**src/rtl/pipeline_hazard_controller_if.sv**
```systemverilog
// Hazard-control bus between the IF/ID sequencing logic and the pipeline
// registers: hazard inputs from ID/EX plus the hold/flush/bubble controls.
interface pipeline_hazard_controller_if;
  logic [4:0]  IFID_Rs;
  logic [4:0]  IFID_Rt;
  logic        IFID_UsesRt;
  logic        IDEX_MemRead;
  logic [4:0]  IDEX_Rt;
  logic        BranchTaken;
  logic        DMemBusy;
  logic        PCWrite;
  logic        IFIDWrite;
  logic        IDEXBubble;
  logic        FlushSignal;
  logic        PipeFreeze;
  logic [15:0] StallCount;
  logic [15:0] FlushCount;

  modport master (
    output IFID_Rs, IFID_Rt, IFID_UsesRt, IDEX_MemRead, IDEX_Rt, BranchTaken, DMemBusy,
    input  PCWrite, IFIDWrite, IDEXBubble, FlushSignal, PipeFreeze, StallCount, FlushCount
  );

  modport slave (
    input  IFID_Rs, IFID_Rt, IFID_UsesRt, IDEX_MemRead, IDEX_Rt, BranchTaken, DMemBusy,
    output PCWrite, IFIDWrite, IDEXBubble, FlushSignal, PipeFreeze, StallCount, FlushCount
  );
endinterface

```
**src/rtl/pipeline_hazard_controller.sv**
```systemverilog
// Front-end hazard sequencer: memory freeze > branch flush > load-use stall.
// Optional stall/flush statistics counters are built when HAZARD_STATS_EN is defined.
module pipeline_hazard_controller #(
  parameter int unsigned FLUSH_CYCLES = 2
) (
  input logic                       Clk,
  input logic                       Rst,
  pipeline_hazard_controller_if.slave Hz
);

  if (FLUSH_CYCLES < 1 || FLUSH_CYCLES > 3) begin : gBadFlushCycles
    $error("FLUSH_CYCLES must be in 1..3");
  end

  typedef enum logic [1:0] {RUN, MEM_WAIT, FLUSH} state_t;

  state_t     state, stateNext;
  logic       pending, pendingNext;
  logic [1:0] fcnt, fcntNext;
  logic       loadUse, effBranch, flushEvent;
  logic       pcWrite, ifidWrite, idexBubble, flushSig, pipeFreeze;

  assign loadUse = Hz.IDEX_MemRead && (Hz.IDEX_Rt != '0) &&
                   ((Hz.IDEX_Rt == Hz.IFID_Rs) ||
                    (Hz.IFID_UsesRt && (Hz.IDEX_Rt == Hz.IFID_Rt)));

  // pending is only ever set while in MEM_WAIT, so RUN and MEM_WAIT share one path.
  assign effBranch = Hz.BranchTaken | pending;

  always_ff @(posedge Clk or posedge Rst) begin
    if (Rst) begin
      state   <= RUN;
      pending <= 1'b0;
      fcnt    <= '0;
    end else begin
      state   <= stateNext;
      pending <= pendingNext;
      fcnt    <= fcntNext;
    end
  end

  always_comb begin
    stateNext   = state;
    pendingNext = pending;
    fcntNext    = fcnt;
    pcWrite     = 1'b0;
    ifidWrite   = 1'b0;
    idexBubble  = 1'b0;
    flushSig    = 1'b0;
    pipeFreeze  = 1'b0;
    flushEvent  = 1'b0;
    unique case (state)
      RUN, MEM_WAIT: begin
        if (Hz.DMemBusy) begin
          pcWrite     = 1'b1;
          ifidWrite   = 1'b1;
          pipeFreeze  = 1'b1;
          pendingNext = effBranch;
          stateNext   = MEM_WAIT;
        end else begin
          pendingNext = 1'b0;
          stateNext   = RUN;
          if (effBranch) begin
            flushSig   = 1'b1;
            idexBubble = 1'b1;
            flushEvent = 1'b1;
            fcntNext   = 2'(FLUSH_CYCLES - 1);
            if (FLUSH_CYCLES > 1) stateNext = FLUSH;
          end else if (loadUse) begin
            pcWrite    = 1'b1;
            ifidWrite  = 1'b1;
            idexBubble = 1'b1;
          end
        end
      end
      FLUSH: begin
        if (Hz.DMemBusy) begin
          pcWrite    = 1'b1;
          ifidWrite  = 1'b1;
          pipeFreeze = 1'b1;
        end else begin
          flushSig   = 1'b1;
          idexBubble = 1'b1;
          if (fcnt == 2'd1) stateNext = RUN;
          else              fcntNext  = fcnt - 2'd1;
        end
      end
      default: stateNext = RUN;
    endcase
  end

  // Mealy outputs would otherwise follow live inputs during reset.
  assign Hz.PCWrite     = pcWrite    & ~Rst;
  assign Hz.IFIDWrite   = ifidWrite  & ~Rst;
  assign Hz.IDEXBubble  = idexBubble & ~Rst;
  assign Hz.FlushSignal = flushSig   & ~Rst;
  assign Hz.PipeFreeze  = pipeFreeze & ~Rst;

`ifdef HAZARD_STATS_EN
  logic [15:0] stallCnt, flushCnt;

  always_ff @(posedge Clk or posedge Rst) begin
    if (Rst) begin
      stallCnt <= '0;
      flushCnt <= '0;
    end else begin
      if (ifidWrite && (stallCnt != '1)) stallCnt <= stallCnt + 16'd1;
      if (flushEvent && (flushCnt != '1)) flushCnt <= flushCnt + 16'd1;
    end
  end

  assign Hz.StallCount = stallCnt;
  assign Hz.FlushCount = flushCnt;
`else
  assign Hz.StallCount = '0;
  assign Hz.FlushCount = '0;
`endif

endmodule

```
**src/flat_wrapper.sv**
```systemverilog
// flat-port wrapper written by rule: the top's interface ports become plain ports
module pipeline_hazard_controller_flat 
#(
  parameter int unsigned FLUSH_CYCLES = 2
)
  (Clk, Rst, Hz_IFID_Rs, Hz_IFID_Rt, Hz_IFID_UsesRt, Hz_IDEX_MemRead, Hz_IDEX_Rt, Hz_BranchTaken, Hz_DMemBusy, Hz_PCWrite, Hz_IFIDWrite, Hz_IDEXBubble, Hz_FlushSignal, Hz_PipeFreeze, Hz_StallCount, Hz_FlushCount);
  pipeline_hazard_controller_if Hz_i ();
  input logic Clk;
  input logic Rst;
  input wire logic [$bits(Hz_i.IFID_Rs)-1:0] Hz_IFID_Rs;
  input wire logic [$bits(Hz_i.IFID_Rt)-1:0] Hz_IFID_Rt;
  input wire logic [$bits(Hz_i.IFID_UsesRt)-1:0] Hz_IFID_UsesRt;
  input wire logic [$bits(Hz_i.IDEX_MemRead)-1:0] Hz_IDEX_MemRead;
  input wire logic [$bits(Hz_i.IDEX_Rt)-1:0] Hz_IDEX_Rt;
  input wire logic [$bits(Hz_i.BranchTaken)-1:0] Hz_BranchTaken;
  input wire logic [$bits(Hz_i.DMemBusy)-1:0] Hz_DMemBusy;
  output wire logic [$bits(Hz_i.PCWrite)-1:0] Hz_PCWrite;
  output wire logic [$bits(Hz_i.IFIDWrite)-1:0] Hz_IFIDWrite;
  output wire logic [$bits(Hz_i.IDEXBubble)-1:0] Hz_IDEXBubble;
  output wire logic [$bits(Hz_i.FlushSignal)-1:0] Hz_FlushSignal;
  output wire logic [$bits(Hz_i.PipeFreeze)-1:0] Hz_PipeFreeze;
  output wire logic [$bits(Hz_i.StallCount)-1:0] Hz_StallCount;
  output wire logic [$bits(Hz_i.FlushCount)-1:0] Hz_FlushCount;
  assign Hz_i.IFID_Rs = Hz_IFID_Rs;
  assign Hz_i.IFID_Rt = Hz_IFID_Rt;
  assign Hz_i.IFID_UsesRt = Hz_IFID_UsesRt;
  assign Hz_i.IDEX_MemRead = Hz_IDEX_MemRead;
  assign Hz_i.IDEX_Rt = Hz_IDEX_Rt;
  assign Hz_i.BranchTaken = Hz_BranchTaken;
  assign Hz_i.DMemBusy = Hz_DMemBusy;
  assign Hz_PCWrite = Hz_i.PCWrite;
  assign Hz_IFIDWrite = Hz_i.IFIDWrite;
  assign Hz_IDEXBubble = Hz_i.IDEXBubble;
  assign Hz_FlushSignal = Hz_i.FlushSignal;
  assign Hz_PipeFreeze = Hz_i.PipeFreeze;
  assign Hz_StallCount = Hz_i.StallCount;
  assign Hz_FlushCount = Hz_i.FlushCount;
  pipeline_hazard_controller #(.FLUSH_CYCLES(FLUSH_CYCLES)) u_core (.Clk(Clk), .Rst(Rst), .Hz(Hz_i));
endmodule
```
**config.mk**
```make
export PLATFORM = sky130hd
export DESIGN_NAME = pipeline_hazard_controller_flat
export DESIGN_NICKNAME = d
export VERILOG_FILES = /design/src/rtl/pipeline_hazard_controller_if.sv /design/src/rtl/pipeline_hazard_controller.sv /design/src/flat_wrapper.sv
export SDC_FILE = /design/constraint.sdc
export NUM_CORES = 1
export LEC_CHECK = 0
export ABC_AREA = 1
export BUFFER_PORTS_ARGS = -buffer_cell sky130_fd_sc_hd__buf_2
export CORE_MARGIN = 8
export CORE_UTILIZATION = 42
export DETAILED_ROUTE_END_ITERATION = 10
export GPL_TIMING_DRIVEN = 0
export HOLD_SLACK_MARGIN = 0.1
export PLACE_DENSITY = 0.88
export SLEW_MARGIN = 20
export SYNTH_ARGS = -nofsm -noshare
export SYNTH_HDL_FRONTEND = slang
export SYNTH_SLANG_ARGS = --single-unit
export TNS_END_PERCENT = 5
```
**constraint.sdc**
```tcl
create_clock -name Clk -period 3.2 [get_ports Clk]
set_input_delay 0.96 -clock Clk [delete_from_list [all_inputs] [get_ports Clk]]
set_output_delay 0.96 -clock Clk [all_outputs]
set_load 0.02 [all_outputs]
```
==> summary.md, run 1 <==
| Metric | Value |
|---|---|
| Top FF cell, synth | `dfrtp_1` |
| Max VDD drop | `about 260 µV` |
| Syn Inst Count | `~130` |
| P_leak | `~0.73 nW` |
| Drc violations | `0` |
| Met1 Usage GRT | `0.0979` |
| Synth top area cells | `buf_4 33%, nand2_1 17%, dfrtp_1 17%, inv_1 10%, nor2_1 6.0%` |
| Critical-path top delay cell | `o21ai_0` |
| Setup Fix Bufs, Post-CTS | `0` |
| Post-layout minimum cycle time | `2.85 ns` |
| Clock Tree Buf Depth | `2` |
| PwrDens | `about 390 nW/µm²` |
| CP cell instances | `buf_2 > inv_1 > nand4_1 > o21ai_0 > inv_1 > nand3_1 > nand2_1 > buf_4 > buf_2` |
| Worst r2r src | `u_core.pending` |
| Setup violations, final | `0` |
| Peak per-stage delay on the critical path | `around 0.15 ns` |
| Startpoint Class | `primary input` |
| Core area | `around 1700 µm²` |
| Cts repair resizes | `0` |
| CTS tree | `yes` |
| CP max FO | `3` |
| Leading area contributor after synthesis | `buf_4` |
| Die width | `58.4 µm` |
| Overall die height | `roughly 58 µm` |
| First drt pass iteration count | `4` |
| Layout area overhead | `39.7%` |
| Worst reg2reg path depth | `6` |
| Antenna viol nets, final | `0` |
| Layout cells sized above 1 | `0.357` |
| Synth warn | `0` |
| Netlist cell types | `18` |
| Final hold violation count | `0` |
| Diode count | `0` |
| M2 GR Usage | `0.164` |
| Final GP Congestion | `~0.80` |
| Wire per inst | `roughly 8.5 µm` |
| Max Cap Viol | `0` |
| Final nets | `around 210` |
| Total grt overflow | `0` |
| Setup tns final | `0 ns` |
| Worst Setup End Kind | `output port` |
| Hold WC Path Type | `register to register` |
| CP startpoint | `Hz_IDEX_Rt[3]` |
| Syn avg cell area | `6.03 µm²` |
| Initial DRC Count | `8` |
| H-tree depth | `1` |
| Initial antenna violation count | `0` |
| DR vias | `~770` |
| CTS hold repair buffers | `0` |
| Pin count of the biggest net entering global routing | `7` |
| Boundary Pins | `58` |
| Yosys reg bits | `5` |
| Core Rows | `15` |
| Die ar. | `between 3000 and 4000 µm²` |
| Fmax | `~350 MHz` |
| Most common cell in the netlist | `nand2_1` |
| RSZ-0062 raised after global routing | `false` |
| Mapped cell area | `around 750 µm²` |
| Detailed-route wire length | `1.78 mm` |
| Setup CP Type | `primary input to output port` |
| CP Capture Point | `Hz_PCWrite` |
| Met3 Resource Use GR | `0.0587` |
| CTS buffer count | `3` |
| Post-synth ARST share | `1.00` |
| Worst reg-to-reg setup slack | `approximately 2.1 ns` |
| Overall global routing resource usage | `0.0989` |
| CTS sink count | `5` |
| Max-slew violation count | `0` |
| Final Cycle Share | `0.892` |
| Worst skew pair latency | `about 0.24 ns` |
| Required time of the critical path | `~2.2 ns` |
| Post-DP HPWL | `about 1.6 mm` |
| CTS clk-pin slew, worst paths | `around 0.040 ns` |
| EDFF count, synth | `0` |
| Yosys top cell area share | `0.329` |
| Reg2reg end | `u_core.fcnt[1]` |
| Sequential cell area fraction in the yosys report | `0.166` |
| Fin Clk Skew | `0.00596 ns` |
| Status | `finished, final reports clean` |
| Total chip power | `412 µW` |
| Post-synth top cells | `35 x nand2_1, 33 x buf_4, 20 x inv_1` |
| Gr busiest metal | `met2` |
| First-pass GRT wire length | `approximately 2.7 mm` |
| WHS | `around 0.50 ns` |
| Initial core utilization | `0.441` |
| Routed vias/inst | `approximately 3.7` |
| Root buf cell | `clkbuf_4` |
| Vias in the first global route | `712` |
| I/O Buffers | `25` |
| Critical path data arrival time | `1.89 ns` |
-- worst min-delay path by stage --
stage / startpoint / end / slack (ns) / cells past startpoint
2_1_floorplan: u_core.state[1] / u_core.state[0] / 0.47 / 1
3_3_place_gp: u_core.state[1] / u_core.state[0] / 0.48 / 1
3_5_place_dp: u_core.state[1] / u_core.state[0] / 0.50 / 1
4_1_cts: u_core.state[1] / u_core.state[0] / 0.51 / 1
5_1_grt: u_core.state[1] / u_core.state[0] / 0.53 / 1
6_report: u_core.state[1] / u_core.state[0] / 0.50 / 1
-- critical path: cells and delay by family --
family                 cells  cell delay (ns)
buffers and inverters      5             0.55
AND/OR/NAND/NOR            3             0.24
AO/OA/AOI/OAI              1             0.15
-- per-stage QoR --
step	util	cells	setup WS, ns	area (µm²)
after floorplan	-	156	0.268	870
after global placement	0.601	206	0.353	1030
after detailed placement	0.601	206	0.342	1030
after CTS	0.616	210	0.339	1050
after global routing	0.616	210	0.202	1050
final	0.616	210	0.346	1050
-- cell type report --
cell class,instances,area [µm²]
Fill cell,173,656
Multi-Input combinational cell,97,418
Buffer,33,248
Sequential cell,5,125
Timing Repair Buffer,25,125
Inverter,21,78.8
Tap cell,25,31.3
Clock buffer,4,26.3
-- routing by layer --
layer,up-vias,wire length [µm]
met3,0,202
met1,312,735
met2,36,844
met4,0,0
li1,425,-
met5,-,0
-- flip-flops by register name, indices dropped and copies added (netlist names) --
signal          flops
u_core.fcnt         2
u_core.pending      1
u_core.state        2
-- cell families after synthesis --
group / share of synthesized area
AOI/OAI and AO/OA: 0.0548
xor gates and xnor gates: 0.0116
adders and majority gates: 0.0166
buffers and inverters: 0.434
DFF: 0.166
other: 0.00498
and+or+nand+nor: 0.312
-- report_power, final --
part | internal (mW) | total [mW] | switching [mW]
sequential | 0.0922 | 0.111 | 0.0187
clock | 0.0471 | 0.0723 | 0.0252
combinational | 0.0891 | 0.229 | 0.140
-- placed cells by master, fill, tap and decap left out --
cell type and count:
nand4_1 1, ha_1 1, clkbuf_4 3, a21oi_1 2
buf_4 33, nand2_1 35, o21ai_0 3, nand3_1 5
xnor2_1 1, nor2_2 1, conb_1 32, nor2_1 12
inv_1 20, buf_2 25, nand2_4 1, o31ai_1 1
a21oi_2 1, clkbuf_1 1, inv_2 1, nand3_2 1
dfrtp_1 5
Note: power is estimated with default switching activity, not from simulation.
==> run 2: changes to the inputs <==
CORE_UTILIZATION = 25   (was 42)
PLACE_DENSITY = 0.59   (was 0.88)
==> summary.md, run 2 (synthesis results as in run 1) <==
| Metric | Value |
|---|---|
| Final GP Congestion | `about 0.75` |
| Routed vias/inst | `3.32` |
| Final core utilization | `0.360` |
| Final Cycle Share | `0.891` |
| Pin count of the biggest net entering global routing | `7` |
| Post-layout minimum cycle time | `2.85 ns` |
| Max VDD drop | `205 µV` |
| CTS clk-pin slew, worst paths | `0.04 ns` |
| Setup tns final | `0 ns` |
| First-pass GRT wire length | `slightly above 3 mm` |
| Overall die height | `about 71 µm` |
| CP max FO | `6` |
| Post-DP HPWL | `between 1.5 and 2 mm` |
| Total chip power | `just over 400 µW` |
| Final hold violation count | `0` |
| Worst Setup End Kind | `output port` |
| Commonest cells after routing, fill and taps aside | `35 x nand2_1, 33 x buf_4, 32 x conb_1` |
| Layout cells sized above 1 | `0.357` |
| Die width | `around 70 µm` |
| Max-slew violation count | `0` |
| Initial antenna violation count | `0` |
| Core area | `approximately 3000 µm²` |
| Reg2reg end | `u_core.fcnt[1]` |
| Hold WC Path Type | `register to register` |
| I/O Buffers | `25` |
| Root buf cell | `clkbuf_4` |
| Final nets | `about 210` |
| CTS tree | `yes` |
| Layout area overhead | `41.0%` |
| Cts repair resizes | `0` |
| Required time of the critical path | `2.24 ns` |
| Worst reg-to-reg setup slack | `roughly 2.1 ns` |
| H-tree depth | `1` |
| RSZ-0062 raised after global routing | `false` |
| Startpoint Class | `primary input` |
| Commonest non-fill, non-tap cell in the layout | `nand2_1` |
| Top flop regs | `u_core.fcnt: 2 flops, u_core.state: 2 flops, u_core.pending: 1 flops` |
| Setup Fix Bufs, Post-CTS | `0` |
| Filler cell count | `340` |
| WHS Endpoint | `u_core.state[0]` |
| Max Cap Viol | `0` |
| Setup CP Type | `primary input to output port` |
| Fin Clk Skew | `about 0.0016 ns` |
| Detailed-route wire length | `roughly 1.7 mm` |
| CTS hold repair buffers | `0` |
| Core Rows | `20` |
| Worst r2r src | `u_core.pending` |
| Total grt overflow | `0` |
| Initial core utilization | `0.255` |
| First drt pass iteration count | `4` |
| Post-route cell area | `1060 µm²` |
| Boundary Pins | `58` |
| PwrDens | `between 300 and 400 nW/µm²` |
| Vias in the first global route | `roughly 700` |
| Critical path data arrival time | `roughly 1.9 ns` |
| CTS sink count | `5` |
| Diode count | `0` |
| Setup violations, final | `0` |
| WHS | `0.509 ns` |
| Status | `finished, final reports clean` |
| CTS buffer count | `3` |
| Initial DRC Count | `45` |
| DR vias | `roughly 720` |
| Worst reg2reg path depth | `6` |
| Antenna viol nets, final | `0` |
| Hold depth | `1` |
| Die ar. | `5030 µm²` |
| Worst skew pair latency | `roughly 0.23 ns` |
| Clock Tree Buf Depth | `2` |
| Drc violations | `0` |
| Dpl cell area | `~1000 µm²` |
| Wire per inst | `7.93 µm` |
| Hold path start | `u_core.state[1]` |
| P_leak | `0.733 nW` |
| Fmax | `351 MHz` |
| Overall global routing resource usage | `0.0736` |
==> run 2: cell counts in the layout (fill, tap and decap cells not counted) <==
Identical to the previous run, type by type.
==> run 2: final cells by class <==
class	instances	area, µm²	area share
Clock buffer	4	26.3	0.0247
Timing Repair Buffer	25	125	0.118
Sequential cell	5	125	0.118
Tap cell	33	41.3	0.0389
Inverter	21	78.8	0.0742
Multi-Input combinational cell	97	418	0.393
Buffer	33	248	0.233
==> run 2: layer usage <==
layer  global-route usage  wire length, µm  vias to the layer above
li1                     -                -                      428
met1               0.0738              683                      266
met2                0.122              818                       29
met3               0.0410              227                        0
met4               0.0346                0                        0
met5                    0                0                        -
==> run 2: power by group <==
group / internal (mW) / leakage, nW / switching (mW) / total [mW]
Clock: 0.0470 / 0.0150 / 0.0230 / 0.0699
Combinational: 0.0887 / 0.656 / 0.138 / 0.227
Sequential: 0.0923 / 0.0620 / 0.0186 / 0.111
Total: 0.228 / 0.733 / 0.179 / 0.407
==> run 2: worst max-delay path, cell delays in order <==
cell	delay [ns]
buf_2	0.10
inv_1	0.18
nand2_1	0.12
nor2_1	0.12
nand3_1	0.08
nand2_1	0.08
buf_4	0.10
buf_2	0.15
==> run 2: how the worst max path moves through the flow <==
stage                             start         end  slack [ns]  cells past startpoint
after global placement    Hz_IDEX_Rt[2]  Hz_PCWrite        0.33                      9
after floorplan                     Rst  Hz_PCWrite        0.27                      6
final                               Rst  Hz_PCWrite        0.35                      8
after global routing                Rst  Hz_PCWrite        0.18                      8
after CTS                           Rst  Hz_PCWrite        0.31                      8
after detailed placement            Rst  Hz_PCWrite        0.31                      8
==> run 2: through the flow <==
stage | setup slack, ns | instances
6_report | 0.348 | 218
5_1_grt | 0.176 | 218
4_1_cts | 0.308 | 218
3_5_place_dp | 0.306 | 214
3_3_place_gp | 0.329 | 214
2_1_floorplan | 0.268 | 156
